File: src/rtl/fifo_stream_reader_if.sv
// Signal bundle between the stream reader, the FIFO read port it drains and the downstream byte-stream consumer.
// The master side is the reader; the slave side is the FIFO plus the consumer.
interface fifo_stream_reader_if #(
    parameter int Width = 9
);
    logic             FifoRead;
    logic [Width-1:0] FifoDout;
    logic             FifoValid;
    logic             FifoEmpty;
    logic [Width-2:0] OutData;
    logic             OutLast;
    logic             OutValid;
    logic             OutReady;

    modport master (
        output FifoRead,
        input  FifoDout,
        input  FifoValid,
        input  FifoEmpty,
        output OutData,
        output OutLast,
        output OutValid,
        input  OutReady
    );

    modport slave (
        input  FifoRead,
        output FifoDout,
        output FifoValid,
        output FifoEmpty,
        input  OutData,
        input  OutLast,
        input  OutValid,
        output OutReady
    );
endinterface

File: src/rtl/fifo_stream_reader.sv
// Read engine for a standard-mode block RAM FIFO: pops words with one-cycle read latency into a 2-entry skid
// buffer and offers them as a ready/valid stream with end-of-packet, a packet counter and an overrun flag.
module fifo_stream_reader #(
    parameter int Width         = 9,
    parameter int PktCountWidth = 16
) (
    input  logic                     Clk,
    input  logic                     ResetN,
    input  logic                     Enable,
    input  logic                     Flush,
    fifo_stream_reader_if.master     bus,
    output logic [PktCountWidth-1:0] PktCount,
    output logic                     Busy,
    output logic                     Overrun
);

    typedef enum logic [1:0] {
        IDLE  = 2'd0,
        RUN   = 2'd1,
        DRAIN = 2'd2,
        FLUSH = 2'd3
    } state_t;

    state_t                   state_q,     state_d;
    logic [Width-1:0]         entry_q [2];
    logic [Width-1:0]         entry_d [2];
    logic [1:0]               occ_q,       occ_d;
    logic                     in_flight_q, in_flight_d;
    logic [PktCountWidth-1:0] pkt_count_q, pkt_count_d;
    logic                     overrun_q,   overrun_d;

    logic       pop;
    logic       fifo_read;
    logic [2:0] credit;
    logic [1:0] occ_after_pop;

    // Credit counts words already buffered or on their way, so a new read never lands in a full buffer.
    always_comb begin
        pop           = (occ_q != 2'd0) && bus.OutReady;
        credit        = {1'b0, occ_q} + {2'b00, in_flight_q} - {2'b00, pop};
        occ_after_pop = occ_q - {1'b0, pop};
        fifo_read     = (state_q == RUN) && !bus.FifoEmpty && !Flush && (credit < 3'd2);
    end

    always_comb begin
        entry_d     = entry_q;
        occ_d       = occ_after_pop;
        overrun_d   = overrun_q;
        in_flight_d = fifo_read;
        pkt_count_d = pkt_count_q + PktCountWidth'(pop & entry_q[0][Width-1]);

        if (pop) begin
            entry_d[0] = entry_q[1];
        end

        if (Flush) begin
            occ_d = 2'd0;
        end else if (bus.FifoValid && (state_q != FLUSH)) begin
            if (!in_flight_q) begin
                overrun_d = 1'b1;
            end
            // With no room even after this cycle's pop the arriving word is lost.
            if (occ_after_pop == 2'd2) begin
                overrun_d = 1'b1;
            end else begin
                entry_d[occ_after_pop[0]] = bus.FifoDout;
                occ_d                     = occ_after_pop + 2'd1;
            end
        end
    end

    always_comb begin
        state_d = state_q;
        if (Flush) begin
            state_d = FLUSH;
        end else begin
            case (state_q)
                IDLE: begin
                    if (Enable) begin
                        state_d = RUN;
                    end
                end
                RUN: begin
                    if (!Enable) begin
                        state_d = (in_flight_q || (occ_q != 2'd0)) ? DRAIN : IDLE;
                    end
                end
                DRAIN: begin
                    if (Enable) begin
                        state_d = RUN;
                    end else if ((occ_q == 2'd0) && !in_flight_q) begin
                        state_d = IDLE;
                    end
                end
                FLUSH: begin
                    if (!in_flight_q) begin
                        state_d = Enable ? RUN : IDLE;
                    end
                end
                default: state_d = IDLE;
            endcase
        end
    end

    always_ff @(posedge Clk or negedge ResetN) begin
        if (!ResetN) begin
            state_q     <= IDLE;
            entry_q[0]  <= '0;
            entry_q[1]  <= '0;
            occ_q       <= 2'd0;
            in_flight_q <= 1'b0;
            pkt_count_q <= '0;
            overrun_q   <= 1'b0;
        end else begin
            state_q     <= state_d;
            entry_q[0]  <= entry_d[0];
            entry_q[1]  <= entry_d[1];
            occ_q       <= occ_d;
            in_flight_q <= in_flight_d;
            pkt_count_q <= pkt_count_d;
            overrun_q   <= overrun_d;
        end
    end

    assign bus.FifoRead = fifo_read;
    assign bus.OutValid = (occ_q != 2'd0);
    assign bus.OutData  = entry_q[0][Width-2:0];
    assign bus.OutLast  = entry_q[0][Width-1];
    assign PktCount     = pkt_count_q;
    assign Busy         = (occ_q != 2'd0) || in_flight_q;
    assign Overrun      = overrun_q;

endmodule

File: src/flat_wrapper.sv
// flat-port wrapper written by rule: the top's interface ports become plain ports
module fifo_stream_reader_flat 
#(
    parameter int Width         = 9,
    parameter int PktCountWidth = 16
)
  (Clk, ResetN, Enable, Flush, PktCount, Busy, Overrun, bus_FifoRead, bus_FifoDout, bus_FifoValid, bus_FifoEmpty, bus_OutData, bus_OutLast, bus_OutValid, bus_OutReady);
  fifo_stream_reader_if #(.Width(Width)) bus_i ();
  input  logic Clk;
  input  logic ResetN;
  input  logic Enable;
  input  logic Flush;
  output logic [PktCountWidth-1:0] PktCount;
  output logic Busy;
  output logic Overrun;
  output wire logic [$bits(bus_i.FifoRead)-1:0] bus_FifoRead;
  input wire logic [$bits(bus_i.FifoDout)-1:0] bus_FifoDout;
  input wire logic [$bits(bus_i.FifoValid)-1:0] bus_FifoValid;
  input wire logic [$bits(bus_i.FifoEmpty)-1:0] bus_FifoEmpty;
  output wire logic [$bits(bus_i.OutData)-1:0] bus_OutData;
  output wire logic [$bits(bus_i.OutLast)-1:0] bus_OutLast;
  output wire logic [$bits(bus_i.OutValid)-1:0] bus_OutValid;
  input wire logic [$bits(bus_i.OutReady)-1:0] bus_OutReady;
  assign bus_FifoRead = bus_i.FifoRead;
  assign bus_i.FifoDout = bus_FifoDout;
  assign bus_i.FifoValid = bus_FifoValid;
  assign bus_i.FifoEmpty = bus_FifoEmpty;
  assign bus_OutData = bus_i.OutData;
  assign bus_OutLast = bus_i.OutLast;
  assign bus_OutValid = bus_i.OutValid;
  assign bus_i.OutReady = bus_OutReady;
  fifo_stream_reader #(.Width(Width), .PktCountWidth(PktCountWidth)) u_core (.Clk(Clk), .ResetN(ResetN), .Enable(Enable), .Flush(Flush), .bus(bus_i), .PktCount(PktCount), .Busy(Busy), .Overrun(Overrun));
endmodule
File: config.mk
export PLATFORM = sky130hd
export DESIGN_NAME = fifo_stream_reader_flat
export DESIGN_NICKNAME = d
export VERILOG_FILES = /design/src/rtl/fifo_stream_reader_if.sv /design/src/rtl/fifo_stream_reader.sv /design/src/flat_wrapper.sv
export SDC_FILE = /design/constraint.sdc
export NUM_CORES = 1
export LEC_CHECK = 0
export BUFFER_PORTS_ARGS = -buffer_cell sky130_fd_sc_hd__buf_2
export CAP_MARGIN = 10
export CORE_ASPECT_RATIO = 0.75
export CORE_UTILIZATION = 57
export DETAILED_ROUTE_END_ITERATION = 8
export PLACE_DENSITY = 0.88
export SETUP_SLACK_MARGIN = 0.4
export SLEW_MARGIN = 20
export SYNTH_ARGS = -nofsm -noshare
export SYNTH_HDL_FRONTEND = slang
export SYNTH_SLANG_ARGS = --single-unit
File: constraint.sdc
create_clock -name Clk -period 5.9 [get_ports Clk]
set_input_delay 1.18 -clock Clk [delete_from_list [all_inputs] [get_ports Clk]]
set_output_delay 1.18 -clock Clk [all_outputs]
set_load 0.005 [all_outputs]
==> results.tsv, run 1 <==
metric	value	unit
outcome	completed	
clock_tree.htree_level_count	2	
gp_congestion	0.984	
antenna_found_initial	0	
tns	0	ps
grt_max_degree	41	
power-per-cell-area	292	nW/um2
vias	1275	
nets	222	
syn_to_final_growth	15.1	%
detail_route.drc_violations	0	
synth_top_area_share	0.523	
crit_required	4720	ps
synth.yosys.warnings	0	
synth.ff_latch_count	40	
report.final.slew_viol_count	0	
ir_drop	198	uV
crit_path_start	bus_OutReady	
synth-edff-count	0	
drtAntennaViolNets	0	
tightestPinTransition	844	ps
synth.yosys.seq_area_share	0.523	
worst_hold_slack	456	ps
dp_slack	1970	ps
remaining_overflow_grt	0	
max_clock_freq	255	MHz
leading_cell_types_in_the_layout_fill_and_taps_excluded	sky130_fd_sc_hd__buf_2, sky130_fd_sc_hd__dfrtp_1, sky130_fd_sc_hd__nor2_1, sky130_fd_sc_hd__a21oi_1, sky130_fd_sc_hd__mux2_2	
worstSetupPathDepth	8	
timing.hold.worst.start	u_core.Overrun$_DFFE_PN0P_	
clock_tree.root_cell	sky130_fd_sc_hd__clkbuf_8	
grt_first_pass_wirelength	5620	um
clock_insertion_delay_worst_skew	280	ps
wire_per_inst	14.3	um
reg_to_reg_end	u_core.bus.OutData[6]$_DFF_PN0_	
drt-total-wl	3430	um
vias_in_the_first_global_route	1201	
mostFrequentLayoutCell	sky130_fd_sc_hd__buf_2	
cts_hold_repair.buffers	0	
worstPathBufferInverterCount	2	
cts_repair_resize_count	0	
prevailing_post_synth_register_cell	sky130_fd_sc_hd__dfrtp_1	
synth_async_sr_flop_share	1.00	
cts_post_setup_buffers_inserted	0	
slowest_delay	480	ps
syn-instance-count	160	
post_synth_num_cell_types	39	
fin_crit_sh	0.665	
yosys-top-cells-area	sky130_fd_sc_hd__dfrtp_1, sky130_fd_sc_hd__mux2_2, sky130_fd_sc_hd__mux2i_1	
leakage_power_total	0.00120	uW
multi_input_comb_area	825	um2
worst_slew_margin_rel	0.437	
rows	17	
post_synth.cell_area_avg	12.0	um2
worst_clock_skew	4.75	ps
cap_viol_max_count	0	
register_area	1000	um2
r2r_start	u_core.occ_q[0]$_DFF_PN0_	
syn_nets	181	
via_density_per_instance	5.31	
layout-drive-gt1-share	0.342	
worstSetupPathType	input pin to output pin	
die_x	68.9	um
worst-r2r-cell-count	7	
endpoint_kind	output pin	
cpMostUsedCell	sky130_fd_sc_hd__buf_2	
cpLargestDelayFamily	simple AND/OR/NAND/NOR gates	
unrepaired_setup_endpoints_after_global_routing	false	
fillers	219	
die_area	3590	um2
effective_utilization_at_floorplan	0.625	
antenna_cells_inserted	0	
drtPass1Iterations	5	
netlist_area_before_placement	1910	um2
clock_path_buffers	2	
groute.usage.overall	0.222	
chipHeight	52.2	um
crit_chain	buf_2 > and3b_4 > a21oi_2 > nand2b_1 > fa_1 > nand4bb_1 > nor3_1 > buf_2	
finalPower	644	uW
synth_top_cell_by_area	sky130_fd_sc_hd__dfrtp_1	
setup.reg_to_reg.worst_slack	3780	ps
post-route-worst-setup-slack	1980	ps
path_clk_slew	70	ps
port_buffers	44	
layout_min_cycle_time	3920	ps
hold_class	register to register	
start_kind	input pin	
finish.utilization	0.719	
report.final.hold_viol_count	0	
num_io_pins	45	
worst_setup_path_endpoint	bus_FifoRead	
dr.first_iter.drc_count	75	
hpwl	2560	um
critical_path_arrival	2740	ps
numCtsBuffers	5	
setup_viol_count_final	0	
clkSinkCount	40	
core-area	3060	um2
cts_tree	built	
worst-path-max-fanout	5	
crit_slowest_cell	sky130_fd_sc_hd__fa_1	
-- final cells by class --
class | instances | share of cell area
multi-input cells | 105 | 0.374
repair buffers | 44 | 0.100
inverters | 5 | 0.00852
well taps | 38 | 0.0216
flip-flops and latches | 40 | 0.455
clock buffers | 8 | 0.0409
-- how the worst min path moves through the flow --
stage | endpoint | cells after the start | slack [ps]
after floorplan | u_core.Overrun$_DFFE_PN0P_ | 1 | 450
after global placement | u_core.Overrun$_DFFE_PN0P_ | 1 | 430
after detailed placement | u_core.Overrun$_DFFE_PN0P_ | 1 | 440
after CTS | u_core.Overrun$_DFFE_PN0P_ | 1 | 460
after global routing | u_core.Overrun$_DFFE_PN0P_ | 1 | 500
final | u_core.Overrun$_DFFE_PN0P_ | 1 | 460
-- cell usage after synthesis (2+ instances only) --
| master | number |
|---|---|
| sky130_fd_sc_hd__buf_4 | 8 |
| sky130_fd_sc_hd__nor2_1 | 15 |
| sky130_fd_sc_hd__nand3_1 | 6 |
| sky130_fd_sc_hd__xor2_1 | 6 |
| sky130_fd_sc_hd__ha_1 | 4 |
| sky130_fd_sc_hd__and3_1 | 2 |
| sky130_fd_sc_hd__inv_1 | 5 |
| sky130_fd_sc_hd__mux2i_1 | 9 |
| sky130_fd_sc_hd__mux2_2 | 10 |
| sky130_fd_sc_hd__nand4_1 | 2 |
| sky130_fd_sc_hd__nor3_1 | 2 |
| sky130_fd_sc_hd__xnor2_1 | 9 |
| sky130_fd_sc_hd__o21ai_0 | 2 |
| sky130_fd_sc_hd__a21oi_1 | 10 |
| sky130_fd_sc_hd__nand2b_1 | 2 |
| sky130_fd_sc_hd__dfrtp_1 | 40 |
| sky130_fd_sc_hd__nand2_1 | 6 |
-- worst register-to-register path, stage by stage (launching register included) --
cell and delay [ps]:
sky130_fd_sc_hd__dfrtp_1 430, sky130_fd_sc_hd__and3b_4 360, sky130_fd_sc_hd__a21oi_2 70, sky130_fd_sc_hd__ha_1 220
sky130_fd_sc_hd__nor2_1 350, sky130_fd_sc_hd__nand4b_4 320, sky130_fd_sc_hd__nor2_1 190, sky130_fd_sc_hd__a21oi_1 60
-- layer usage --
layer  wire length, um  track usage  vias to the layer above  share of wire
met3               168       0.0630                        5          0.049
met1              1570        0.291                      612           0.46
met4                25       0.0782                        0         0.0073
met2              1670        0.350                       32           0.49
li1                  -            -                      626              -
met5                 0            0                        -              0
-- per-stage QoR --
step / std cells / area [um2]
floorplan: 160 / 1910
global placement: 232 / 2110
detailed placement: 232 / 2110
CTS: 240 / 2200
global route: 240 / 2200
finish: 240 / 2200
-- cell families (layout without fill, tap and decap cells) --
| group | Yosys count | in the layout | synth area share |
|---|---|---|---|
| xor gates and xnor gates | 15 | 15 | 0.0687 |
| and+or+nand+nor | 48 | 48 | 0.160 |
| DFF | 40 | 40 | 0.523 |
| buffers and inverters | 15 | 57 | 0.0458 |
| muxes | 19 | 19 | 0.106 |
| adders and majority gates | 6 | 6 | 0.0419 |
| AOI/OAI and AO/OA | 17 | 17 | 0.0549 |
-- report_power, final --
part | leakage (uW) | internal, uW | switching (uW)
logic | 0.000640 | 59.6 | 49.0
clock network | 0.0000455 | 95.3 | 87.1
registers | 0.000513 | 320 | 33.4
total | 0.00120 | 474 | 170
No activity file was read; power rests on OpenSTA's default activity.
==> inputs of run 2 (changes only) <==
--- a/config.mk
+++ b/config.mk
@@ -5,12 +5,13 @@
 export SDC_FILE = /design/constraint.sdc
 export NUM_CORES = 1
 export LEC_CHECK = 0
+export ABC_AREA = 1
 export BUFFER_PORTS_ARGS = -buffer_cell sky130_fd_sc_hd__buf_2
 export CAP_MARGIN = 10
 export CORE_ASPECT_RATIO = 0.75
-export CORE_UTILIZATION = 57
+export CORE_UTILIZATION = 54
 export DETAILED_ROUTE_END_ITERATION = 8
-export PLACE_DENSITY = 0.88
+export PLACE_DENSITY = 0.83
 export SETUP_SLACK_MARGIN = 0.4
 export SLEW_MARGIN = 20
 export SYNTH_ARGS = -nofsm -noshare
==> constraint.sdc (replaced) <==
create_clock -name Clk -period 3.75 [get_ports Clk]
set_input_delay 0.75 -clock Clk [delete_from_list [all_inputs] [get_ports Clk]]
set_output_delay 0.75 -clock Clk [all_outputs]
set_load 0.005 [all_outputs]
==> results.tsv, run 2 <==
metric	value	unit
leakage_power_total	0.00132	uW
yosys-top-cells-area	sky130_fd_sc_hd__dfrtp_1, sky130_fd_sc_hd__nand2_1, sky130_fd_sc_hd__nand3_1	
vias_in_the_first_global_route	1453	
endpoint_kind	output pin	
worst-path-max-fanout	12	
synth_top_area_share	0.487	
worst_slew_margin_rel	0.419	
antenna_cells_inserted	0	
leading_cell_types_in_the_layout_fill_and_taps_excluded	sky130_fd_sc_hd__nand2_1, sky130_fd_sc_hd__buf_2, sky130_fd_sc_hd__dfrtp_1, sky130_fd_sc_hd__nand3_1, sky130_fd_sc_hd__nor2_1	
netlist_area_before_placement	2050	um2
port_buffers	44	
start_kind	input pin	
antenna_found_initial	0	
cpMostUsedCell	sky130_fd_sc_hd__nand2_1	
synth.yosys.warnings	0	
post_synth_num_cell_types	26	
drt-total-wl	3990	um
die_area	4060	um2
setup_viol_count_final	0	
layout_min_cycle_time	3150	ps
numCtsBuffers	5	
worst_clock_skew	8.08	ps
clock_path_buffers	2	
drtPass1Iterations	4	
report.final.hold_viol_count	0	
chipHeight	55.4	um
synth_top_cell_by_area	sky130_fd_sc_hd__dfrtp_1	
effective_utilization_at_floorplan	0.561	
cts_tree	built	
crit_slowest_cell	sky130_fd_sc_hd__fa_1	
rows	19	
register_area	1000	um2
clock_tree.root_cell	sky130_fd_sc_hd__clkbuf_8	
slowest_delay	500	ps
max_clock_freq	317	MHz
vias	1734	
clock_insertion_delay_worst_skew	300	ps
clock_tree.htree_level_count	2	
detail_route.drc_violations	0	
unrepaired_setup_endpoints_after_global_routing	false	
hold_class	register to register	
mostFrequentLayoutCell	sky130_fd_sc_hd__nand2_1	
grt_max_degree	41	
cts_post_setup_buffers_inserted	0	
via_density_per_instance	5.06	
syn-instance-count	252	
cts_hold_repair.buffers	0	
synth.yosys.seq_area_share	0.487	
num_io_pins	45	
fin_crit_sh	0.841	
remaining_overflow_grt	0	
post-route-worst-setup-slack	597	ps
syn_nets	273	
tightestPinTransition	872	ps
synth.most_common_cell	sky130_fd_sc_hd__nand2_1	
netlist_top_cells_count	sky130_fd_sc_hd__nand2_1, sky130_fd_sc_hd__dfrtp_1, sky130_fd_sc_hd__nand3_1	
wire_per_inst	11.6	um
hpwl	2850	um
critical_path_arrival	2400	ps
report.final.slew_viol_count	0	
dp_slack	465	ps
drtAntennaViolNets	0	
gp_congestion	0.782	
outcome	completed	
power-per-cell-area	517	nW/um2
final_cell_area	2370	um2
tns	0	ps
synth_async_sr_flop_share	1.00	
finalPower	1230	uW
clkSinkCount	40	
path_clk_slew	80	ps
syn_to_final_growth	15.5	%
dr.first_iter.drc_count	106	
fillers	340	
worstSetupPathType	input pin to output pin	
cap_viol_max_count	0	
worst_hold_slack	481	ps
ir_drop	254	uV
nets	311	
multi_input_comb_area	897	um2
core-area	3660	um2
crit_required	3000	ps
grt_first_pass_wirelength	6780	um
groute.usage.overall	0.222	
post_synth.cell_area_avg	8.15	um2
post_dp_area	2250	um2
synth-edff-count	0	
synth.ff_latch_count	40	
die_x	73.2	um
prevailing_post_synth_register_cell	sky130_fd_sc_hd__dfrtp_1	
layout-drive-gt1-share	0.210	
crit_chain	clkbuf_4 > nand3_1 > o21ai_4 > nand2_1 > fa_1 > nand2_1 > a211oi_1 > buf_2	
-- run 2: cell types whose count changed in the layout (fill, tap and decap cells not counted), moves of 3 or more --
cell and change:
sky130_fd_sc_hd__nand3_1 +32, sky130_fd_sc_hd__inv_1 +11, sky130_fd_sc_hd__xnor2_1 -4, sky130_fd_sc_hd__nor2_1 +3, sky130_fd_sc_hd__mux2i_1 -9, sky130_fd_sc_hd__a21oi_1 -8
sky130_fd_sc_hd__mux2_2 -10, sky130_fd_sc_hd__nand2_1 +83
-- run 2: power breakdown --
group,total (uW),internal [uW],switching [uW]
Combinational,280,118,163
Sequential,595,533,61.5
Clock,352,197,155
-- run 2: layout make-up --
type,instances,area share
flip-flops and latches,40,0.422
well taps,52,0.0274
clock inverters,3,0.0179
multi-input cells,180,0.378
inverters,18,0.0285
repair buffers,45,0.0970
clock buffers,5,0.0290
-- run 2: repair_timing --
action                     CTS  global route
setup endpoints to repair    0             1
gates resized for setup      0             2
hold endpoints to repair     0             0
-- run 2: per-layer routing --
layer,track usage,share of wire,vias up
li1,-,-,873
met1,0.334,0.49,808
met2,0.307,0.43,51
met3,0.0766,0.072,2
met4,0.0504,0.0073,0
met5,0,0,-
-- run 2: worst paths after layout --
path	slack, ps	to	startpoint	depth (start not counted)
min in group asynchronous	560	u_core.PktCount[4]$_DFF_PN0_	ResetN	1
worst min register to register	480	register	register	2
worst min-delay path	480	register	register	2
max in group asynchronous	2630	u_core.occ_q[1]$_DFF_PN0_	ResetN	1
worst max register to register	1330	u_core.PktCount[14]$_DFF_PN0_	u_core.occ_q[1]$_DFF_PN0_	11
worst max-delay path	600	bus_FifoRead	bus_OutReady	8
-- run 2: kinds of logic (layout without fill, tap and decap cells) --
family	after synthesis	count (layout)	share of synthesized area
simple gates	153	153	0.320
flops	40	40	0.487
buf+inv	32	71	0.0798
compound gates	11	11	0.0317
xor+xnor	11	11	0.0469
fa+ha+maj	5	5	0.0341
-- run 2: critical path: cells and delay by family --
family / cells / cell delay (ps)
AOI/OAI and AO/OA: 2 / 440
and+or+nand+nor: 3 / 330
buffers and inverters: 2 / 370
adders and majority gates: 1 / 500
-- run 2: metrics by stage --
stage          instances   util
3_5_place_dp         335  0.615
5_1_grt              343  0.648
3_3_place_gp         335  0.615
4_1_cts              343  0.645
2_1_floorplan        252      -
6_report             343  0.648
